**src/rtl/dram_access_ctrl.sv**
```systemverilog
// rtl/dram_access_ctrl.sv - data RAM arbiter/sequencer for cpu and ext ports; optional counters under DRAM_ACCESS_CNT_EN
module dram_access_ctrl #(
    parameter int ADDR_W   = 10,
    parameter int DATA_W   = 32,
    parameter int MAX_WAIT = 8,
    parameter int CNT_W    = 32
) (
    input  logic              clk,
    input  logic              reset,
    input  logic              start,
    input  logic              halt_rise,
    input  logic              cpu_req,
    input  logic              cpu_we,
    input  logic [ADDR_W-1:0] cpu_addr,
    input  logic [DATA_W-1:0] cpu_wdata,
    output logic              cpu_stall,
    output logic [DATA_W-1:0] cpu_rdata,
    output logic              cpu_rvalid,
    input  logic              ext_req,
    input  logic              ext_we,
    input  logic [ADDR_W-1:0] ext_addr,
    input  logic [DATA_W-1:0] ext_wdata,
    output logic              ext_gnt,
    output logic [DATA_W-1:0] ext_rdata,
    output logic              ext_rvalid,
    output logic              ram_en,
    output logic              ram_we,
    output logic [ADDR_W-1:0] ram_addr,
    output logic [DATA_W-1:0] ram_wdata,
    input  logic [DATA_W-1:0] ram_rdata,
    output logic [1:0]        state,
    output logic [CNT_W-1:0]  cpu_access_cnt,
    output logic [CNT_W-1:0]  ext_access_cnt,
    output logic [CNT_W-1:0]  stall_cnt
);
    typedef enum logic [1:0] {
        ST_IDLE   = 2'b00,
        ST_RUN    = 2'b01,
        ST_HALTED = 2'b10
    } state_t;

    localparam int WAIT_W = $clog2(MAX_WAIT + 1);
    localparam logic [WAIT_W-1:0] WAIT_MAX = WAIT_W'(MAX_WAIT);

    state_t            cur_state, nxt_state;
    logic [WAIT_W-1:0] wait_cnt, wait_nxt;
    logic              cpu_gnt, force_ext;
    logic              cpu_pend, ext_pend;

    always_ff @(posedge clk) begin
        if (!reset) begin
            cur_state <= ST_IDLE;
            wait_cnt  <= '0;
            cpu_pend  <= 1'b0;
            ext_pend  <= 1'b0;
        end else begin
            cur_state <= nxt_state;
            wait_cnt  <= wait_nxt;
            cpu_pend  <= cpu_gnt & ~cpu_we;
            ext_pend  <= ext_gnt & ~ext_we;
        end
    end

    always_comb begin
        nxt_state = cur_state;
        wait_nxt  = '0;
        force_ext = 1'b0;
        cpu_gnt   = 1'b0;
        ext_gnt   = 1'b0;
        cpu_stall = 1'b1;
        case (cur_state)
            ST_IDLE: begin
                ext_gnt = ext_req;
                if (start) nxt_state = ST_RUN;
            end
            ST_RUN: begin
                // CPU wins unless ext has been denied MAX_WAIT cycles in a row
                force_ext = ext_req && (wait_cnt == WAIT_MAX);
                cpu_gnt   = cpu_req & ~force_ext;
                ext_gnt   = ext_req & (~cpu_req | force_ext);
                cpu_stall = cpu_req & ~cpu_gnt;
                if (ext_req && !ext_gnt)
                    wait_nxt = (wait_cnt == WAIT_MAX) ? wait_cnt : wait_cnt + 1'b1;
                if (halt_rise) nxt_state = ST_HALTED;
            end
            ST_HALTED: begin
                ext_gnt = ext_req;
            end
            default: nxt_state = ST_IDLE;
        endcase
        if (nxt_state != ST_RUN) wait_nxt = '0;
    end

    always_comb begin
        ram_en    = cpu_gnt | ext_gnt;
        ram_we    = 1'b0;
        ram_addr  = '0;
        ram_wdata = '0;
        if (cpu_gnt) begin
            ram_we    = cpu_we;
            ram_addr  = cpu_addr;
            ram_wdata = cpu_wdata;
        end else if (ext_gnt) begin
            ram_we    = ext_we;
            ram_addr  = ext_addr;
            ram_wdata = ext_wdata;
        end
    end

    assign cpu_rvalid = cpu_pend;
    assign ext_rvalid = ext_pend;
    assign cpu_rdata  = cpu_pend ? ram_rdata : '0;
    assign ext_rdata  = ext_pend ? ram_rdata : '0;
    assign state      = cur_state;

`ifdef DRAM_ACCESS_CNT_EN
    logic [CNT_W-1:0] cpu_cnt_q, ext_cnt_q, stall_cnt_q;

    // Frozen in HALTED so the values survive the dump phase
    always_ff @(posedge clk) begin
        if (!reset) begin
            cpu_cnt_q   <= '0;
            ext_cnt_q   <= '0;
            stall_cnt_q <= '0;
        end else if (cur_state != ST_HALTED) begin
            if (cpu_gnt && cpu_cnt_q != '1) cpu_cnt_q <= cpu_cnt_q + 1'b1;
            if (ext_gnt && ext_cnt_q != '1) ext_cnt_q <= ext_cnt_q + 1'b1;
            if (cur_state == ST_RUN && cpu_stall && stall_cnt_q != '1)
                stall_cnt_q <= stall_cnt_q + 1'b1;
        end
    end

    assign cpu_access_cnt = cpu_cnt_q;
    assign ext_access_cnt = ext_cnt_q;
    assign stall_cnt      = stall_cnt_q;
`else
    assign cpu_access_cnt = '0;
    assign ext_access_cnt = '0;
    assign stall_cnt      = '0;
`endif

endmodule

```
**config.mk**
```make
export PLATFORM = sky130hd
export DESIGN_NAME = dram_access_ctrl
export DESIGN_NICKNAME = d
export VERILOG_FILES = /design/src/rtl/dram_access_ctrl.sv
export SDC_FILE = /design/constraint.sdc
export NUM_CORES = 1
export LEC_CHECK = 0
export ABC_AREA = 1
export ABC_CLOCK_PERIOD_IN_PS = 2000
export CORE_AREA = 4 4 128 130
export CTS_CLUSTER_SIZE = 40
export DETAILED_ROUTE_END_ITERATION = 8
export DIE_AREA = 0 0 132 134
export SETUP_SLACK_MARGIN = 0.1
export SLEW_MARGIN = 0
export SYNTH_ARGS = -nofsm -noshare
export SYNTH_HDL_FRONTEND = slang
export SYNTH_SLANG_ARGS = --single-unit
```
**constraint.sdc**
```tcl
create_clock -name clk -period 2 [get_ports clk]
set_input_delay 0.5 -clock clk [delete_from_list [all_inputs] [get_ports clk]]
set_output_delay 0.5 -clock clk [all_outputs]
set_load 0.01 [all_outputs]
```
== After elaboration in Yosys (flattened, before gate mapping) ==
Index checks and enable logic that the tools add are counted.

* Add/subtract/negate cells: 1
* Equal/unequal tests: 4
* Mux-type cells: 14
* Bitwise logic cells: 15
* Reductions and logical operators: 6

{| class="wikitable"
|+ Operator list
! operator !! number
|-
| 32-bit two-way mux || 4
|-
| 10-bit two-way mux || 2
|-
| 1-bit inverter || 8
|-
| 2-bit case mux with 3 select lines || 1
|-
| 1-bit AND || 5
|-
| 4-bit by 1-bit adder with 4-bit output, second input constant || 1
|-
| 4-bit equality test, second input constant || 1
|-
| 1-bit two-way mux || 4
|-
| 2-bit two-way mux || 2
|-
| 4-bit OR reduction || 1
|-
| 2-bit by 1-bit equality test with 1-bit output, second input constant || 1
|-
| 2-bit equality test, second input constant || 1
|-
| 1-bit logical AND || 2
|-
| 2-bit logical NOT || 1
|-
| 2-bit by 1-bit inequality test with 1-bit output, second input constant || 1
|-
| 1-bit OR || 2
|-
| 1-bit case mux with 2 select lines || 1
|-
| 2-bit OR reduction || 1
|-
| 1-bit logical NOT || 1
|}

* Flip-flop bits (word level): 8
* Bits of input ports: 124

== Longest topological paths before layout ==
Gate-level depths: netlist (run 1).

* Depth after elaboration: 8
* Depth in mapped cells: 9
* Depth with buffers taken out: 8

== Worst setup path before layout (run 1) ==
OpenSTA, ideal clock, no wires.

* Path type: reg2out
* From: reg wait_cnt[0]
* To: out ram_addr[0]
* Arrival time: 1.355 ns
* Setup slack: 0.145 ns
* Cell stages (with the launch flop): 7
* Buffers on the path: 1
* Cell sequence: dfxtp_1 inv_1 ha_1 nand4_1 clkbuf_1 nand4_1 nand2_1

* Longest elaborated chain between the ends: 7

{| class="wikitable"
|+ RTL lines
! item !! line !! text
|-
| start, declared || 46 || <nowiki>logic [WAIT_W-1:0] wait_cnt, wait_nxt;</nowiki>
|-
| start signal, assigned || 58 || <nowiki>wait_cnt <= wait_nxt;</nowiki>
|-
| 4-bit equality test * || 78 || <nowiki>force_ext = ext_req && (wait_cnt == WAIT_MAX);</nowiki>
|-
| 1-bit logical AND * || 78 ||
|-
| 1-bit OR || 80 || <nowiki>ext_gnt = ext_req & (~cpu_req | force_ext);</nowiki>
|-
| 1-bit AND || 80 ||
|-
| 1-bit case mux with 2 select lines || 71 || <nowiki>case (cur_state)</nowiki>
|-
| 10-bit two-way mux || 103 || <nowiki>end else if (ext_gnt) begin</nowiki>
|-
| 10-bit two-way mux * || 99 || <nowiki>if (cpu_gnt) begin</nowiki>
|-
| end, declared || 28 || <nowiki>output logic [ADDR_W-1:0] ram_addr,</nowiki>
|}

Every way passes the cells marked *; elsewhere a longest branch is shown, timed or not.

== Final worst setup path (run 1) ==
* From: reg wait_cnt[0]
* To: out ram_wdata[1]

* Longest elaborated chain between the ends: 7

{| class="wikitable"
|+ RTL lines
! item !! line !! text
|-
| 4-bit equality test * || 78 ||
|-
| 1-bit logical AND * || 78 ||
|-
| 1-bit OR || 80 ||
|-
| 1-bit AND || 80 ||
|-
| 1-bit case mux with 2 select lines || 71 ||
|-
| 32-bit two-way mux || 103 ||
|-
| 32-bit two-way mux * || 99 ||
|-
| end, declared || 29 || <nowiki>output logic [DATA_W-1:0] ram_wdata,</nowiki>
|}

Marks and branches as above.

==> results of run 1 <==
## cells in the final DEF (no fill, tap or decap), types with 2 or more instances in the layout
cell type	synthesis	layout
sky130_fd_sc_hd__or2_2	2	2
sky130_fd_sc_hd__clkbuf_2	0	2
sky130_fd_sc_hd__nand2_1	159	105
sky130_fd_sc_hd__buf_6	3	27
sky130_fd_sc_hd__o21ai_0	3	3
sky130_fd_sc_hd__nand3_1	4	2
sky130_fd_sc_hd__buf_12	0	9
sky130_fd_sc_hd__a21oi_1	5	5
sky130_fd_sc_hd__dfxtp_1	8	4
sky130_fd_sc_hd__dfxtp_2	0	3
sky130_fd_sc_hd__clkbuf_16	0	5
sky130_fd_sc_hd__clkdlybuf4s15_1	0	5
sky130_fd_sc_hd__dlygate4sd2_1	0	61
sky130_fd_sc_hd__nor2_1	4	3
sky130_fd_sc_hd__buf_2	9	29
sky130_fd_sc_hd__conb_1	1	96
sky130_fd_sc_hd__nand4_1	46	46
sky130_fd_sc_hd__buf_4	96	24
sky130_fd_sc_hd__inv_2	0	2
sky130_fd_sc_hd__clkdlybuf4s50_1	0	121
sky130_fd_sc_hd__buf_16	0	4
sky130_fd_sc_hd__inv_1	72	70
sky130_fd_sc_hd__nand3_4	0	2
sky130_fd_sc_hd__nand2_2	1	49
sky130_fd_sc_hd__nand2_4	1	7
## logic make-up after synthesis
group                      count (synthesis)  synth area share [%]
AOI/OAI and AO/OA                          9                  2.09
xor gates and xnor gates                   1                 0.375
adders and majority gates                  2                  1.07
buffers and inverters                    192                  48.2
DFF                                        8                  6.85
other                                      1                 0.160
and+or+nand+nor                          219                  41.3
## worst min path at each step
stage / start / end / slack [ns] / cells after the start
after floorplan: wait_cnt[0]$_SDFFE_PP0P_ / wait_cnt[0]$_SDFFE_PP0P_ / 0.49 / 2
after global placement: wait_cnt[2]$_SDFFE_PP0P_ / wait_cnt[2]$_SDFFE_PP0P_ / 0.56 / 3
after detailed placement: wait_cnt[2]$_SDFFE_PP0P_ / wait_cnt[2]$_SDFFE_PP0P_ / 0.56 / 3
after CTS: wait_cnt[2]$_SDFFE_PP0P_ / wait_cnt[2]$_SDFFE_PP0P_ / 0.58 / 3
after global routing: wait_cnt[2]$_SDFFE_PP0P_ / wait_cnt[2]$_SDFFE_PP0P_ / 0.60 / 3
final: wait_cnt[2]$_SDFFE_PP0P_ / wait_cnt[2]$_SDFFE_PP0P_ / 0.59 / 3
## through the flow
stage / power, uW / instances / area (sq um) / utilization (%) / setup WS [ns]
global route: 1570 / 885 / 5200 / 34.3 / -0.259
floorplan: 645 / 527 / 2690 / - / 0.145
CTS: 1390 / 879 / 4920 / 32.5 / -0.179
global placement: 1080 / 859 / 4740 / 31.3 / -0.745
finish: 1480 / 885 / 5200 / 34.3 / -0.185
detailed placement: 1080 / 859 / 4740 / 31.3 / -0.752
## what timing repair did
| item | CTS | global route |
|---|---|---|
| gates cloned | 6 | 2 |
| buffers inserted | 12 | 5 |
| pin swaps | 6 | 7 |
| endpoints found under the setup margin | 110 | 54 |
| hold buffers | 0 | 0 |
| gates resized for setup | 298 | 71 |
## registers in the layout, indices dropped and copies added (netlist names)
signal and count:
cpu_rvalid 1, ext_rvalid 1, state 2, wait_cnt 4
## power by group through the flow
| stage | registers, uW | logic, uW | clock network, uW |
|---|---|---|---|
| 2_1_floorplan | 174 | 471 | 0 |
| 6_report | 170 | 972 | 335 |
| 5_1_grt | 170 | 1040 | 352 |
| 3_3_place_gp | 171 | 914 | 0 |
| 3_5_place_dp | 171 | 911 | 0 |
| 4_1_cts | 169 | 880 | 339 |
## cell usage after synthesis
library cell / count / area share, %
sky130_fd_sc_hd__nand4_1: 46 / 12
sky130_fd_sc_hd__nand2_1: 159 / 26
sky130_fd_sc_hd__buf_8: 1 / 0.64
sky130_fd_sc_hd__dfxtp_1: 8 / 6.9
sky130_fd_sc_hd__nand2_4: 1 / 0.48
sky130_fd_sc_hd__inv_1: 72 / 12
sky130_fd_sc_hd__nand3_2: 1 / 0.43
sky130_fd_sc_hd__buf_1: 2 / 0.32
sky130_fd_sc_hd__nor3_1: 1 / 0.21
sky130_fd_sc_hd__buf_4: 96 / 31
sky130_fd_sc_hd__nand3_1: 4 / 0.86
sky130_fd_sc_hd__ha_1: 2 / 1.1
sky130_fd_sc_hd__o21ai_0: 3 / 0.64
sky130_fd_sc_hd__a21oi_2: 1 / 0.37
sky130_fd_sc_hd__a21oi_1: 5 / 1.1
sky130_fd_sc_hd__clkbuf_1: 9 / 1.4
sky130_fd_sc_hd__buf_6: 3 / 1.4
sky130_fd_sc_hd__nand2_2: 1 / 0.27
sky130_fd_sc_hd__or2_2: 2 / 0.54
sky130_fd_sc_hd__buf_2: 9 / 1.9
sky130_fd_sc_hd__nor2_1: 4 / 0.64
sky130_fd_sc_hd__conb_1: 1 / 0.16
sky130_fd_sc_hd__xor2_1: 1 / 0.37
## worst reg2reg max path: stages, from the launching register on
cell and delay (ns):
sky130_fd_sc_hd__dfxtp_2 0.33, sky130_fd_sc_hd__inv_2 0.05, sky130_fd_sc_hd__ha_4 0.17, sky130_fd_sc_hd__nand4_1 0.13, sky130_fd_sc_hd__buf_6 0.15, sky130_fd_sc_hd__buf_6 0.13
sky130_fd_sc_hd__nand3_4 0.06, sky130_fd_sc_hd__buf_4 0.14, sky130_fd_sc_hd__nor3_1 0.13
## area by class of cell
| cell class | instances | area share, % |
|---|---|---|
| timing repair buffer | 287 | 54.5 |
| tap | 188 | 4.52 |
| inverter | 72 | 5.20 |
| clock buffer | 3 | 1.44 |
| multi-input combinational | 327 | 31.1 |
| sequential | 8 | 3.22 |
## metal layers
metal | up-vias | share of wire, %
met3 | 9 | 11
met2 | 198 | 53
met1 | 1444 | 35
met4 | 0 | 1.1
li1 | 1657 | -
met5 | - | 0
==> out/metrics.yaml, run 1 <==
final.setup.worst_slack_ns: -0.185
slowest_stage: "sky130_fd_sc_hd__dfxtp_2"
worstSetupEndpoint: "ram_wdata[1]"
total_wire_length_after_detailed_routing_um: 11200
hold-worst-slack_ns: 0.587
finalHoldViolCount: 0
grt.met1_usage_pct: 10.9
critical_path_peak_fanout: 6
synthesis.instances: 432
layout_min_cycle_time_ns: 2.19
critical_path_arrival_ns: 1.69
die_w_um: 132
core-area_sq_um: 15100
reg2reg_from: "wait_cnt[0]$_SDFFE_PP0P_"
dieArea_sq_um: 17700
routedWlPerCell_um: 12.6
fill_cell_count: 1676
pre_antenna_drt_iters: 4
r2r_end: "cpu_rvalid$_SDFF_PN0_"
cap_violations: 0
netlist_area_pre_place_sq_um: 2340
floorplan.initialDensity_pct: 15.4
grt_pass1_vias: 2942
detailedPlacementHpwl_um: 8170
std_cell_rows: 45
synth_sequential_area_ratio_pct: 6.85
cellPowerDensity_nw_per_um2: 284
postSynthRegisterBits: 8
global_route.peak_usage_layer: "met2"
rsz0062_at_grt: "true"
number_of_nets_in_the_layout: 825
number_of_diodes: 0
cts_made_buffers: 3
path_clk_slew_ns: 0.04
clockBufferDepth: 2
grt_max_degree: 45
timing.critical_path.required_ns: 1.50
reg2reg_setup_slack_ns: 0.62
seq_power_share_pct: 11.5
timing.reg2reg.worst_path_depth: 8
leakagePower_uw: 0.00319
place.gp.congestion: 0.764
combPwrFrac_pct: 65.8
sequential_cell_area_sq_um: 168
die_h_um: 134
share_clk_of_total_power_pct: 22.7
crit_path_start_kind: "register"
setup-violations-final: 45
syn-mean-instance-area_sq_um: 5.41
areaGrowthSynthToFinish_pct: 123
category_of_the_most_critical_setup_path: "reg2out"
path_delay_family: "buffers and inverters"
routed_via_density: 3.74
critPathBufInv: 4
violations: "negative setup slack"
cts_tree: "done"
critical_path.cell_chain: "inv_2 > ha_4 > nand3_4 > a21oi_2 > nand2_2 > nand2_4 > buf_6 > clkbuf_16 > nand2_2 > nand2_1 > buf_2"
power.share.switching_pct: 36.4
timing.final.crit_share_pct: 109
critical_path.endpoint_type: "output port"
cp-startpoint: "wait_cnt[0]$_SDFFE_PP0P_"
drt_drc_violations_left: 0
setup_total_negative_slack_ns: -6.70
detailedRoute.firstIterationViolations: 74
layout-drive-gt1-share_pct: 24.7
global_route.usage.met2_pct: 21.1
hold_path_class: "reg2reg"
cts-htree-levels: 1
clock_latency_ns: 0.23
yosys_warnings: 0
antenna_found_initial: 0
worst_path_largest_cell_delay_ns: 0.32
p_int_uw: 939
gr-total-overflow: 0
placement.io_buffers: 237
max-vdd-ir-drop_mv: 0.196
clock-sinks: 8
detailroute.via_count: 3308
path_common_cell: "sky130_fd_sc_hd__nand2_2"
multi_input_area_sq_um: 1620
critical_path_cell_count: 11
num_io_pins: 334
achievable-frequency_ghz: 0.458
track_usage_pct: 10.6
detail-route-antenna-nets: 0
final-max-slew-violation-count: 0
power.net_switching_uw: 538
netlist-cell-type-count: 23
global_route.usage.met3_pct: 3.34
run_status: "complete, but fails checks"
ctsRootBufferMaster: "sky130_fd_sc_hd__clkbuf_16"
first_pass_grt_wire_length_um: 15400
skew_ns: 0.00255
(Power assumes the default switching activity.)
==> run 2, diff against run 1 <==
- SLEW_MARGIN: 0 -> 10
==> results of run 2 <==
Final layout, timing and power as in run 1 (identical DEF).
==> run 3, diff against run 2 <==
- PLACE_DENSITY: unset -> 0.68
==> run 3 against run 2 <==
  * The run still ends with negative setup slack left
  * Worst hold slack improved by 0.013 ns
  * Combinational power fell by 10%
  * Critical path depth did not move
  * Register-to-register slack got worse by 0.12 ns
  * Critical path type unchanged
  * Largest power group unchanged
==> out/metrics.yaml, run 3 (synthesis gave the netlist of run 1 again) <==
run_status: "complete, but fails checks"
violations: "negative setup slack"
cts_made_buffers: 3  # unchanged
met2_wirelength_um: 5070  # -14%
holdBufCountCts: 0  # unchanged
skew_ns: 0.000993  # -0.00156 ns
setup-violations-final: 44  # -2.2%
pre_antenna_drt_iters: 4  # unchanged
detailroute.via_count: 3207  # -3.1%
critical_path_arrival_ns: 1.65  # -0.04 ns
largest_register_ffs: 4  # unchanged
std_cell_rows: 45  # unchanged
die_h_um: 134  # unchanged
worst_path_largest_cell_delay_ns: 0.31  # about the same
max-vdd-ir-drop_mv: 0.270  # +38%
finalHoldViolCount: 0  # unchanged
critical_path.endpoint_type: "output port"
detailedPlacementHpwl_um: 8100  # -0.85%
number_of_nets_in_the_layout: 814  # -1.3%
first_pass_grt_wire_length_um: 14000  # -9.0%
rsz0062_at_grt: "true"
final-max-slew-violation-count: 0  # unchanged
detail-route-antenna-nets: 0  # unchanged
drt_drc_violations_left: 0  # unchanged
layout_min_cycle_time_ns: 2.15  # -0.0349 ns
number_of_diodes: 0  # unchanged
areaGrowthSynthToFinish_pct: 107
die_w_um: 132  # unchanged
timing.final.crit_share_pct: 108  # -1.7 points
detailedRoute.firstIterationViolations: 64  # -14%
path_delay_family: "buffers and inverters"
track_usage_pct: 9.38  # -1.3 points
slowest_stage: "sky130_fd_sc_hd__dfxtp_2"
most_common_cell_after_layout_fill_and_taps_aside: "sky130_fd_sc_hd__nand2_1"
critical_path.cell_chain: "inv_2 > ha_4 > nand3_4 > a21oi_2 > nand2_2 > nand2_4 > buf_6 > buf_6 > nand2_2 > nand2_1 > buf_2"
total_wire_length_after_detailed_routing_um: 9980  # -11%
category_of_the_most_critical_setup_path: "reg2out"
clock_latency_ns: 0.23  # about the same
achievable-frequency_ghz: 0.465  # +1.6%
cap_violations: 0  # unchanged
leakagePower_uw: 0.00303  # -4.9%
crit_path_start_kind: "register"
maxUsedRoutingLayer: "met4"
place.gp.congestion: 0.797  # +4.4%
met1_length_um: 3690  # -5.6%
critical_path_peak_fanout: 5  # -1
routedWlPerCell_um: 11.4  # -9.5%
cellPowerDensity_nw_per_um2: 284  # about the same
critPathBufInv: 4  # unchanged
ctsRootBufferMaster: "sky130_fd_sc_hd__clkbuf_16"
placement.io_buffers: 237  # unchanged
final.setup.worst_slack_ns: -0.150  # +0.0349 ns
floorplan.initialDensity_pct: 15.4  # unchanged
grt_max_degree: 48  # +6.7%
core-area_sq_um: 15100  # unchanged
layout-drive-gt1-share_pct: 19.0  # -5.7 points
layout.cells.most_common_list: "135 x sky130_fd_sc_hd__nand2_1, 125 x sky130_fd_sc_hd__clkdlybuf4s50_1, 96 x sky130_fd_sc_hd__conb_1, 70 x sky130_fd_sc_hd__inv_1, 56 x sky130_fd_sc_hd__dlygate4sd2_1"
gr-total-overflow: 0  # unchanged
routed_via_density: 3.67  # -1.8%
cts_tree: "done"
layout.core_utilization_pct: 32.0  # -2.4 points
path_clk_slew_ns: 0.04  # about the same
num_io_pins: 334  # unchanged
cts-htree-levels: 1  # unchanged
dieArea_sq_um: 17700  # unchanged
grt_pass1_vias: 2907  # -1.2%
clock-sinks: 8  # unchanged
top_register: "wait_cnt"
setup_total_negative_slack_ns: -4.22  # +2.48 ns
hold_path_class: "reg2reg"
wl_met3_um: 1120  # -11%
clockBufferDepth: 2  # unchanged
antenna_found_initial: 0  # unchanged
timing.critical_path.required_ns: 1.50  # about the same
[run 3: changes by cell type in the layout (fill, tap and decap cells not counted), moves of 2 or more]
cell	delta
sky130_fd_sc_hd__buf_6	-10
sky130_fd_sc_hd__nand2_2	-25
sky130_fd_sc_hd__clkdlybuf4s15_2	+3
sky130_fd_sc_hd__buf_12	-3
sky130_fd_sc_hd__nand2_1	+30
sky130_fd_sc_hd__buf_16	-2
sky130_fd_sc_hd__nand2_4	-5
sky130_fd_sc_hd__clkdlybuf4s50_1	+4
sky130_fd_sc_hd__buf_2	+5
sky130_fd_sc_hd__dlygate4sd2_1	-5
sky130_fd_sc_hd__dfxtp_1	+2
[run 3: cell type report]
cell class                 instances  area [sq um]
sequential                         8           163
inverter                          72           270
tap                              188           235
fill                            1684         10300
multi-input combinational        327          1510
clock buffer                       3          75.1
timing repair buffer             276          2590
[run 3: path summary, 6_finish.rpt]
path / slack (ns) / to / startpoint / cells past startpoint
worst max-delay path: -0.15 / ram_wdata[29] / wait_cnt[0]$_SDFFE_PP0P_ / 11
worst min-delay path: 0.60 / state[1]$_SDFF_PN0_ / state[0]$_SDFF_PN0_ / 3
worst max register to register: 0.50 / cpu_rvalid$_SDFF_PN0_ / wait_cnt[0]$_SDFFE_PP0P_ / 8
worst min register to register: 0.60 / state[1]$_SDFF_PN0_ / state[0]$_SDFF_PN0_ / 3
[run 3: worst reg2reg max path, cell delays in order (launching register included)]
cell and delay [ns]:
sky130_fd_sc_hd__dfxtp_2 0.32, sky130_fd_sc_hd__inv_2 0.05, sky130_fd_sc_hd__ha_4 0.17, sky130_fd_sc_hd__nand4_1 0.13, sky130_fd_sc_hd__buf_6 0.17, sky130_fd_sc_hd__buf_12 0.13
sky130_fd_sc_hd__nand3_2 0.08, sky130_fd_sc_hd__buf_4 0.14, sky130_fd_sc_hd__nor3_1 0.21
[run 3: power by group]
| part | switching, uW | leakage [uW] | internal [uW] |
|---|---|---|---|
| clock network | 76.9 | 0.0000370 | 258 |
| logic | 417 | 0.00293 | 453 |
| registers | 3.40 | 0.0000660 | 165 |
| total | 498 | 0.00303 | 876 |
[run 3: repair_timing]
action | CTS | global route
resized for setup | 276 | 38
buffers inserted | 5 | 1
pin swaps | 5 | 2
endpoints found under the setup margin | 110 | 54
cloned | 3 | 1
[run 3: per-layer routing]
layer  up-vias  global-route usage (%)
li1       1631                       -
met1      1363                    10.1
met2       205                    18.2
met3         8                    2.85
met4         0                    1.58
met5         -                       0
[run 3: stage by stage]
step	instance area, sq um	setup WS (ns)	std cells	hold slack [ns]	total power (uW)
finish	4840	-0.150	874	0.600	1370
global route	4840	-0.268	874	0.639	1470
CTS	4740	-0.211	872	0.601	1360
detailed placement	4740	-0.778	861	0.537	1070
global placement	4740	-0.748	861	0.523	1070
floorplan	2690	0.145	527	0.491	645
